$ cat config.mk
export PLATFORM = sky130hd
export DESIGN_NAME = pixel_scan_controller
export DESIGN_NICKNAME = d
export VERILOG_FILES = /design/src/rtl/pixel_scan_controller.sv
export SDC_FILE = /design/constraint.sdc
export NUM_CORES = 1
export LEC_CHECK = 0
export ABC_AREA = 1
export CAP_MARGIN = 20
export CORE_MARGIN = 10
export CORE_UTILIZATION = 40
export CTS_BUF_LIST = sky130_fd_sc_hd__clkbuf_4
export CTS_CLUSTER_DIAMETER = 40
export DETAILED_ROUTE_END_ITERATION = 10
export GPL_TIMING_DRIVEN = 0
export PLACE_DENSITY = 0.63
export SETUP_SLACK_MARGIN = 0.2
export SYNTH_ARGS = -nofsm -noshare
export SYNTH_HDL_FRONTEND = slang
export SYNTH_SLANG_ARGS = --single-unit
$ cat constraint.sdc
create_clock -name clk -period 1.59 [get_ports clk]
set_input_delay 0.2385 -clock clk [delete_from_list [all_inputs] [get_ports clk]]
set_output_delay 0.2385 -clock clk [all_outputs]
set_load 0.02 [all_outputs]
$ cat src/rtl/pixel_scan_controller.sv
// Raster scan sequencer feeding pixel_sampler: walks the frame, tracks in-flight samples, flags completion.
// Optional stall_cycles performance counter enabled by defining PIXEL_SCAN_PERF_EN.
module pixel_scan_controller #(
  parameter int PIXEL_W     = 800,
  parameter int PIXEL_H     = 600,
  parameter int SAMPLER_LAT = 2
) (
  input  logic        clk,
  input  logic        rst_n,
  input  logic        start,
  input  logic        abort,
  input  logic        out_ready,
  output logic [9:0]  pixel_x,
  output logic [9:0]  pixel_y,
  output logic        pixel_valid,
  output logic        stall,
  output logic        sample_valid,
  output logic        busy,
  output logic        frame_done,
  output logic [15:0] frame_count
`ifdef PIXEL_SCAN_PERF_EN
  ,
  output logic [31:0] stall_cycles
`endif
);

  // state | meaning
  // IDLE  | waiting for start, coords parked at (0,0)
  // SCAN  | issuing one pixel per unstalled cycle
  // DRAIN | all pixels issued, waiting for the sampler pipe to empty
  // DONE  | one-cycle frame_done pulse, frame_count advances
  typedef enum logic [1:0] {IDLE, SCAN, DRAIN, DONE} state_t;

  localparam logic [9:0] XMAX = 10'(PIXEL_W - 1);
  localparam logic [9:0] YMAX = 10'(PIXEL_H - 1);

  state_t                 state, state_d;
  logic [9:0]             x, y, x_d, y_d;
  logic [SAMPLER_LAT-1:0] pipe, pipe_shift, pipe_d;
  logic                   abort_busy;

  assign busy         = (state != IDLE);
  assign stall        = busy & ~out_ready;
  assign pixel_valid  = (state == SCAN) & ~stall;
  assign sample_valid = pipe[SAMPLER_LAT-1] & ~stall;
  assign abort_busy   = abort & busy;
  assign pixel_x      = x;
  assign pixel_y      = y;

  always_comb begin
    pipe_shift    = '0;
    pipe_shift[0] = pixel_valid;
    for (int i = 1; i < SAMPLER_LAT; i++) pipe_shift[i] = pipe[i-1];
    pipe_d = stall ? pipe : pipe_shift;
  end

  always_comb begin
    state_d    = state;
    x_d        = x;
    y_d        = y;
    frame_done = 1'b0;
    case (state)
      IDLE: begin
        x_d = '0;
        y_d = '0;
        if (start && !abort) state_d = SCAN;
      end
      SCAN: begin
        if (pixel_valid) begin
          if (x == XMAX) begin
            x_d = '0;
            y_d = (y == YMAX) ? 10'd0 : y + 10'd1;
            if (y == YMAX) state_d = DRAIN;
          end else begin
            x_d = x + 10'd1;
          end
        end
      end
      DRAIN: begin
        x_d = '0;
        y_d = '0;
        if (pipe_d == '0) state_d = DONE;
      end
      DONE: begin
        frame_done = 1'b1;
        state_d    = IDLE;
      end
      default: state_d = IDLE;
    endcase
    // Abort overrides everything, including the completion pulse.
    if (abort_busy) begin
      state_d    = IDLE;
      x_d        = '0;
      y_d        = '0;
      frame_done = 1'b0;
    end
  end

  always_ff @(posedge clk or negedge rst_n) begin
    if (!rst_n) begin
      state       <= IDLE;
      x           <= '0;
      y           <= '0;
      pipe        <= '0;
      frame_count <= '0;
    end else begin
      state <= state_d;
      x     <= x_d;
      y     <= y_d;
      if (abort_busy) pipe <= '0;
      else            pipe <= pipe_d;
      if (frame_done) frame_count <= frame_count + 16'd1;
    end
  end

`ifdef PIXEL_SCAN_PERF_EN
  always_ff @(posedge clk or negedge rst_n) begin
    if (!rst_n)                                 stall_cycles <= '0;
    else if (state == IDLE && start && !abort)  stall_cycles <= '0;
    else if (stall && stall_cycles != '1)       stall_cycles <= stall_cycles + 32'd1;
  end
`endif

endmodule

After elaboration in Yosys (flattened, before gate mapping)
Cells that the tools add are included.

storage, ports and cells
  output and inout port bits = 41
  RAM bits = 0
  register bits after elaboration = 40
  memories = 0
  bits of input ports = 5
  latch bits = 0
  bits in read-only memories = 0

cells by class
  order comparisons = 0
  equal/unequal tests = 10
  multipliers = 0
  div/mod/pow operators = 0
  add/sub/neg operators = 3
  bitwise logic cells = 6
  reductions and logical operators = 10
  mux-type cells = 20
  shifts and indexed selects = 0

operator list
  cell                   number
  $mux 10                7
  $pmux 10 s2            2
  $add 10x1->10 const B  2
  $eq 10x10->1 const B   2
  $add 16x1->16 const B  1
  $mux 2                 8
  $ne 3x3->1 const B     3
  $pmux 2 s4             1
  $ne 3x2->1 const B     2
  $reduce_and 5->1       1
  $and 1x1->1            4
  $eq 2x2->1 const B     2
  $logic_not 2->1        2
  $reduce_and 3->1       1
  $reduce_bool 3->1      1
  $eq 2x1->1 const B     1
  $mux 1                 2
  $not 1->1              2
  $reduce_and 2->1       1
  $reduce_bool 2->1      1
  $reduce_or 2->1        1
  $logic_and 1x1->1      1
  $logic_not 1->1        1

Logic depth before layout (Yosys ltp)
Gate-level depths: netlist of the first run.

  depth after elaboration = 9
  gate-level depth with buffers = 13

Worst setup path after synthesis of the first run
Ideal clock, no wire load.

  path kind = register to register
  from = reg state[0]
  to = reg frame_count[11]
  slack = -0.088 ns
  arrival time = 1.558 ns
  setup time = 0.121 ns
  path buffers = 0
  stages on the path, launching flop included = 12
  cells stage by stage = dfrtp_1 > inv_1 > ha_1 > inv_2 > nand2_4 > nand2_4 > clkinv_4 > nand3b_4 > nor2_4 > nand2_2 > o21ai_1 > nand2_1

on the way
  longest elaborated chain between the ends = 3
  elaborated cells on any way between the ends = 5

ends and longest elaborated chain
  element                                          RTL line  source
  start, declared                                  37        state_t state, state_d;
  start signal, assigned                           107       state <= state_d;
  $eq 2x2->1 or $reduce_bool 2->1 (tied branches)  62, 42
  $mux 1 or $and 1x1->1 (tied branches)            62, 46
  $mux 1 (*)                                       91        if (abort_busy) begin
  named net frame_done                             19        output logic frame_done,
  end signal, assigned                             112       if (frame_done) frame_count <= frame_count + 16'd1;
  end, declared                                    20        output logic [15:0] frame_count

Mark *: on every way through the listed nets, which the timed path passes. The rest lies on a longest branch.
A chain may end at the register's enable or synchronous reset.

Worst setup path in the final report of the first run
  from = reg state[0]
  to = reg frame_count[10]

on the way
  longest elaborated chain between the ends = 3
  elaborated cells on any way between the ends = 5

ends and longest elaborated chain
  element                                          RTL line
  $eq 2x2->1 or $reduce_bool 2->1 (tied branches)  62, 42
  $mux 1 or $and 1x1->1 (tied branches)            62, 46
  $mux 1 (*)                                       91

Every way passes the cells marked *; elsewhere a longest branch is shown, timed or not.

==> results by group, run 1 <==
Status
  • Status: finished with violations
  • Failing checks: negative setup slack

Yosys
  • Register area share after synthesis: between 40 and 50%
  • Syn Inst Count: between 300 and 400
  • Synth Flop Type: dfrtp_1
  • Avg Inst Size Synth: between 7 and 8 um2
  • Number of synthesized flops with an enable pin: 0
  • Seq cells post-synth: 40
  • Yosys warning count: 0
  • Post-synth ARST share: between 90% and 100%
  • Syn_nets: ~350
  • Mapped Area: 2480 um2
  • Cell variety after synth: 28

Pwr
  • Flop pwr share: 28.1%
  • Internal Power: 2730 uW
  • Comb power frac: 57.9%
  • Final Power: ~4900 uW
  • Leak pwr: 0.00175 uW
  • Switching power: around 2100 uW
  • Clock power frac: ~14%
  • Power density over the cells: 1340 nW/um2
  • VDD IR-drop max: 0.856 mV
  • Sw Share: roughly 44%

Route
  • Final wirelength: 6770 um
  • Antenna viol nets, final: 0
  • Vias per cell: 4.95
  • Initial DRC count: 86
  • Remaining DRCs: 0
  • WL/cell: 13.7 um
  • Drt first pass iters: 4
  • Via count: between 2000 and 2500

STA
  • Max Clock Freq: approximately 0.56 GHz
  • Slew Viols, Final: 0
  • Final setup TNS: -4.08 ns
  • Final worst setup slack: -0.203 ns
  • RSZ-0062 raised after global routing: yes
  • Final min period: 1.79 ns
  • Rel. slew slack: 77.8%
  • Final setup fails: 32
  • Max Clock Skew: 0.0141 ns
  • Worst Tran Pin Value: 0.330 ns
  • Final worst path period share: 113%
  • Final number of hold-violating endpoints: 0

Clocking
  • Clock buffers created by TritonCTS: 5
  • Worst skew pair latency: 0.36 ns
  • Depth of the CTS H-tree: 2
  • Clk sinks: 40
  • CTS tree: done
  • Max clock buf depth: 2
  • Worst-path clk slew: 0.13 ns
  • Clk root buf: clkbuf_4

GRT
  • First-pass GRT wire length: roughly 11000 um
  • Initial antenna violation count: 0
  • Grt total ovfl: 0
  • Number of global-route vias before repair: between 2000 and 2500
  • Tot GR Track Use: 13.7%
  • Largest net degree at the start of global routing: 35

Placement
  • Hpwl dp: 4650 um
  • Final GP Congestion: 0.848
  • Port Buffers: 45

Worst setup path
  • Critical path required time: 1.86 ns
  • Worst Setup Path Type: reg -> reg
  • Worst Reg-to-Reg Cells: 12
  • Crit-path max cell delay: 0.44 ns
  • Crit-path cells: inv_2, ha_4, inv_4, nand2_4, nand2_8, buf_12, nor2_4, nand2_4, nor2_4, nand2_2, o21ai_2, nand2_1
  • CP top delay family: simple AND/OR/NAND/NOR gates
  • WP buf/inv: 3
  • Slowest CP cell: dfrtp_1
  • CP startpoint kind: flip-flop
  • Reg-to-Reg End: frame_count[10]
  • RR Startpoint: state[0]
  • WP data arrival: 2.06 ns
  • Worst setup EP type: flip-flop
  • CP max FO: 7
  • R2R setup slack: -0.20 ns

Final layout
  • Layout cells sized above 1: about 33%
  • Fin nets: approximately 430
  • Fin util: 60.7%
  • Number of fillers in the final layout: roughly 530
  • Commonest non-fill, non-tap cell in the layout: nand2_1
  • Commonest cells after routing, fill and taps aside: nand2_1 (88), inv_1 (42), nor2_1 (33)
  • P&R area growth vs syn: 45.8%
  • ANT cells: 0
  • Register area: 1020 um2
  • Area of the multi-input gates: 1480 um2

Die
  • Core area: 5960 um2
  • Die area: 9750 um2
  • Num ports: 46
  • Die width: between 90 and 100 um
  • Num rows: 28
  • Chip height: ~99 um
  • Initial core utilization: 41.7%

Run
  • Max-cap violations: 0

Hold path
  • Min-Delay Path Class: in -> async
[state kept, by name (all words and copies together), names as in the netlist]
name / cells
frame_count: 16
pixel_y: 10
state: 2
pipe: 2
pixel_x: 10
[synthesized netlist by cell type, types with 4 or more instances]
cell type,n,area (um2)
nand2_1,94,353
inv_1,46,173
dfrtp_1,40,1000
nor2_1,38,143
nand3_1,22,110
o21ai_0,17,85.1
nand4_1,15,93.8
ha_1,8,100
nor3_1,7,35.0
xor2_1,7,61.3
nand2_2,5,31.3
xnor2_1,5,43.8
nor2_4,4,45.0
[routing by layer]
metal / track usage, % / wire, um / vias up / part of all wire [%]
met5: 0 / 0 / - / 0
met4: 4.85 / 115 / 0 / 1.7
met3: 3.28 / 351 / 11 / 5.2
met2: 22.7 / 3380 / 55 / 50
met1: 16.8 / 2930 / 1155 / 43
li1: - / - / 1235 / -
[power groups by stage]
stage	logic, uW	clock network (uW)	registers (uW)
3_5_place_dp	2040	0	1390
2_1_floorplan	1260	0	1500
3_3_place_gp	2010	0	1390
4_1_cts	2550	690	1360
5_1_grt	3060	744	1400
6_report	2810	675	1370
[timing repair]
item | 4_1_cts | 5_1_grt
pin swaps | 16 | 22
buffers inserted | 20 | 12
hold buffers | 1 | 0
hold endpoints to repair | 40 | 0
setup endpoints to repair | 73 | 76
gates resized for setup | 138 | 56
cloned | 1 | 0
[cells by family after synthesis]
family	after synthesis	synth area share, %
adder cells (fa/ha/maj)	8	4.03
AO/OA/AOI/OAI	26	5.70
buffers and inverters	51	8.52
flip-flops	40	40.3
AND/OR/NAND/NOR	196	37.2
XOR/XNOR	12	4.24
[how the worst max path moves through the flow]
stage	from	to	slack (ns)	depth (start not counted)
2_1_floorplan	state[0]	pixel_x[9]	0.05	13
3_3_place_gp	rst_n	pixel_x[1]	-0.96	1
3_5_place_dp	abort	frame_done	-0.37	5
4_1_cts	state[0]	pixel_x[9]	-0.15	14
5_1_grt	state[0]	pixel_x[8]	-0.33	13
6_report	state[0]	frame_count[10]	-0.20	12
[area by class of cell]
type	count	area share (%)
Inverter	49	5.57
Sequential cell	40	28.2
Timing Repair Buffer	80	19.9
Buffer	2	0.726
Clock inverter	3	1.04
Clock buffer	5	1.04
Multi-Input combinational cell	242	41.0
Tap cell	75	2.59
[per-stage QoR]
| stage | area, um2 | hold WS [ns] | setup WS (ns) | cells |
|---|---|---|---|---|
| 2_1_floorplan | 2530 | -0.0571 | 0.0535 | 333 |
| 3_3_place_gp | 3070 | 0.511 | -0.964 | 453 |
| 3_5_place_dp | 3090 | 0.102 | -0.368 | 454 |
| 4_1_cts | 3500 | 0.252 | -0.154 | 484 |
| 5_1_grt | 3620 | 0.251 | -0.331 | 496 |
| 6_report | 3620 | 0.252 | -0.203 | 496 |
Power figures use the tool's default switching activity.
==> inputs of run 2 (changes only) <==
--- a/config.mk
+++ b/config.mk
@@ -7,7 +7,7 @@
 export LEC_CHECK = 0
 export ABC_AREA = 1
 export CAP_MARGIN = 20
-export CORE_MARGIN = 10
+export CORE_ASPECT_RATIO = 0.75
 export CORE_UTILIZATION = 40
 export CTS_BUF_LIST = sky130_fd_sc_hd__clkbuf_4
 export CTS_CLUSTER_DIAMETER = 40
==> run 2 against run 1 <==
  * The run still ends with negative setup slack left
  * Critical path depth unchanged
  * Count of clock-buffer cells in the layout unchanged
  * Clock power increased by 4.7%
  * Routed wire length decreased by 1.7%
  * Via count increased by 1.2%
  * Non-clock buffer count increased by 7
  * Critical path type unchanged
==> results by group, run 2 (synthesis results as in run 1) <==
Status
  • Status: finished with violations
  • Failing checks: negative setup slack

GRT
  • Met2 Resource Use GR: around a third
  • Initial antenna violation count: 0
  • Largest net degree at the start of global routing: 25
  • Met1 Resource Use GR: 28.6%
  • Routing usage on met3: between 3 and 4%
  • Tot GR Track Use: 20.5%
  • First-pass GRT wire length: 10600 um
  • Busiest grt layer: met2
  • Number of global-route vias before repair: about 2300
  • Grt total ovfl: 0

Clocking
  • Clk sinks: 40
  • Worst-path clk slew: 0.14 ns
  • Max clock buf depth: 2
  • Depth of the CTS H-tree: 2
  • Worst skew pair latency: 0.34 ns
  • CTS tree: done
  • Clk root buf: clkbuf_4
  • Clock buffers created by TritonCTS: 5

Run
  • Max-cap violations: 0

Route
  • Vias per cell: 4.91
  • Final wirelength: 6660 um
  • Initial DRC count: 94
  • Remaining DRCs: 0
  • Via count: roughly 2500
  • Drt first pass iters: 4
  • WL/cell: ~13 um
  • Antenna viol nets, final: 0

Final layout
  • Final Non-Filler Cells: 506
  • Post-route cell area: around 3700 um2
  • Commonest non-fill, non-tap cell in the layout: nand2_1
  • Layout cells sized above 1: between 30% and 40%
  • Commonest cells after routing, fill and taps aside: nand2_1 (88), inv_1 (43), nor2_1 (33)
  • Max FFs per register: 16
  • Fin util: 62.1%
  • Reg with most FFs: frame_count
  • ANT cells: 0
  • Fin nets: 440
  • P&R area growth vs syn: 47.2%

Pwr
  • Power density over the cells: 1350 nW/um2
  • Leak pwr: ~0.0018 uW
  • VDD IR-drop max: 1.04 mV

Die
  • Chip height: 70.2 um
  • Num ports: 46
  • Core area: around 6000 um2
  • Die width: 92.9 um
  • Initial core utilization: 42.2%
  • Die area: roughly 6500 um2
  • Num rows: 24

STA
  • Slew Viols, Final: 0
  • Final setup TNS: -2.36 ns
  • Final worst path period share: 110%
  • Max Clock Freq: 0.573 GHz
  • Final min period: 1.75 ns
  • Final setup fails: 30
  • Max Clock Skew: 0.0127 ns
  • Worst Tran Pin Value: 0.432 ns
  • Final number of hold-violating endpoints: 0
  • RSZ-0062 raised after global routing: yes
  • Final worst setup slack: -0.156 ns
  • Rel. slew slack: 71.2%

Worst setup path
  • Worst Setup Path Type: reg -> reg
  • Critical path required time: about 1.8 ns
  • Worst setup EP type: flip-flop
  • CP max FO: 6
  • WP data arrival: ~2.0 ns
  • CP startpoint kind: flip-flop
  • RR Startpoint: state[0]
  • Reg-to-Reg End: state[1]
  • R2R setup slack: -0.16 ns
  • Worst Reg-to-Reg Cells: 12

Placement
  • Hpwl dp: 4390 um
  • Port Buffers: 45
  • # placed instances: 457
  • Pre-CTS setup slack: -0.376 ns
  • Final GP Congestion: 0.812
  • Cell Area, Placed: 3090 um2

Hold path
  • Min-Delay Path Class: in -> async
[run 2: per-stage QoR]
| stage | power (uW) | hold WS (ns) |
|---|---|---|
| 2_1_floorplan | 2760 | -0.0571 |
| 3_3_place_gp | 3400 | 0.508 |
| 3_5_place_dp | 3450 | 0.199 |
| 4_1_cts | 4600 | 0.342 |
| 5_1_grt | 5230 | 0.363 |
| 6_report | 4920 | 0.348 |
[run 2: area by class of cell]
| class | instances | area, um2 |
|---|---|---|
| fill | 556 | 2230 |
| multi-input combinational | 242 | 1490 |
| sequential | 40 | 1020 |
| timing repair buffer | 87 | 739 |
| inverter | 49 | 201 |
| tap | 78 | 97.6 |
| clock inverter | 3 | 47.5 |
| clock buffer | 5 | 37.5 |
| buffer | 2 | 26.3 |
[run 2: what timing repair did]
action,4_1_cts,5_1_grt
hold buffers,1,0
buffers inserted,22,17
endpoints found under the setup margin,73,70
pin swaps,13,15
resized for setup,125,58
hold endpoints to repair,16,0
cloned,0,1
[run 2: metal layers]
| metal | routed length (um) | vias to the layer above | share of wire, % |
|---|---|---|---|
| met2 | 3190 | 54 | 48 |
| li1 | - | 1254 | - |
| met4 | 76 | 0 | 1.1 |
| met1 | 3180 | 1170 | 48 |
| met5 | 0 | - | 0 |
| met3 | 209 | 8 | 3.1 |
[run 2: worst max-delay path, cell delays in order, from the launching register on]
cell and delay, ns:
dfrtp_1 0.42, inv_2 0.08, ha_4 0.19, inv_2 0.07, nand2_4 0.07, buf_6 0.14
buf_6 0.13, nand3_4 0.08, nand2_2 0.06, nand2_2 0.11, nand4_1 0.14, nand2_1 0.10
nand2_1 0.06
[run 2: power breakdown]
group          internal (uW)  total, uW  switching [uW]
Combinational           1200       2860            1660
Sequential              1190       1350             162
Clock                    336        707             371
Total                   2720       4920            2190
[run 2: worst max-delay path by stage]
| stage | start | endpoint | slack (ns) | cells past startpoint |
|---|---|---|---|---|
| after floorplan | state[0] | pixel_x[9] | 0.05 | 13 |
| after global placement | rst_n | pixel_x[1] | -0.97 | 1 |
| final | state[0] | state[1] | -0.16 | 12 |
| after global routing | state[0] | frame_count[10] | -0.25 | 12 |
| after detailed placement | abort | frame_done | -0.38 | 5 |
| after CTS | state[0] | pixel_x[9] | -0.13 | 14 |
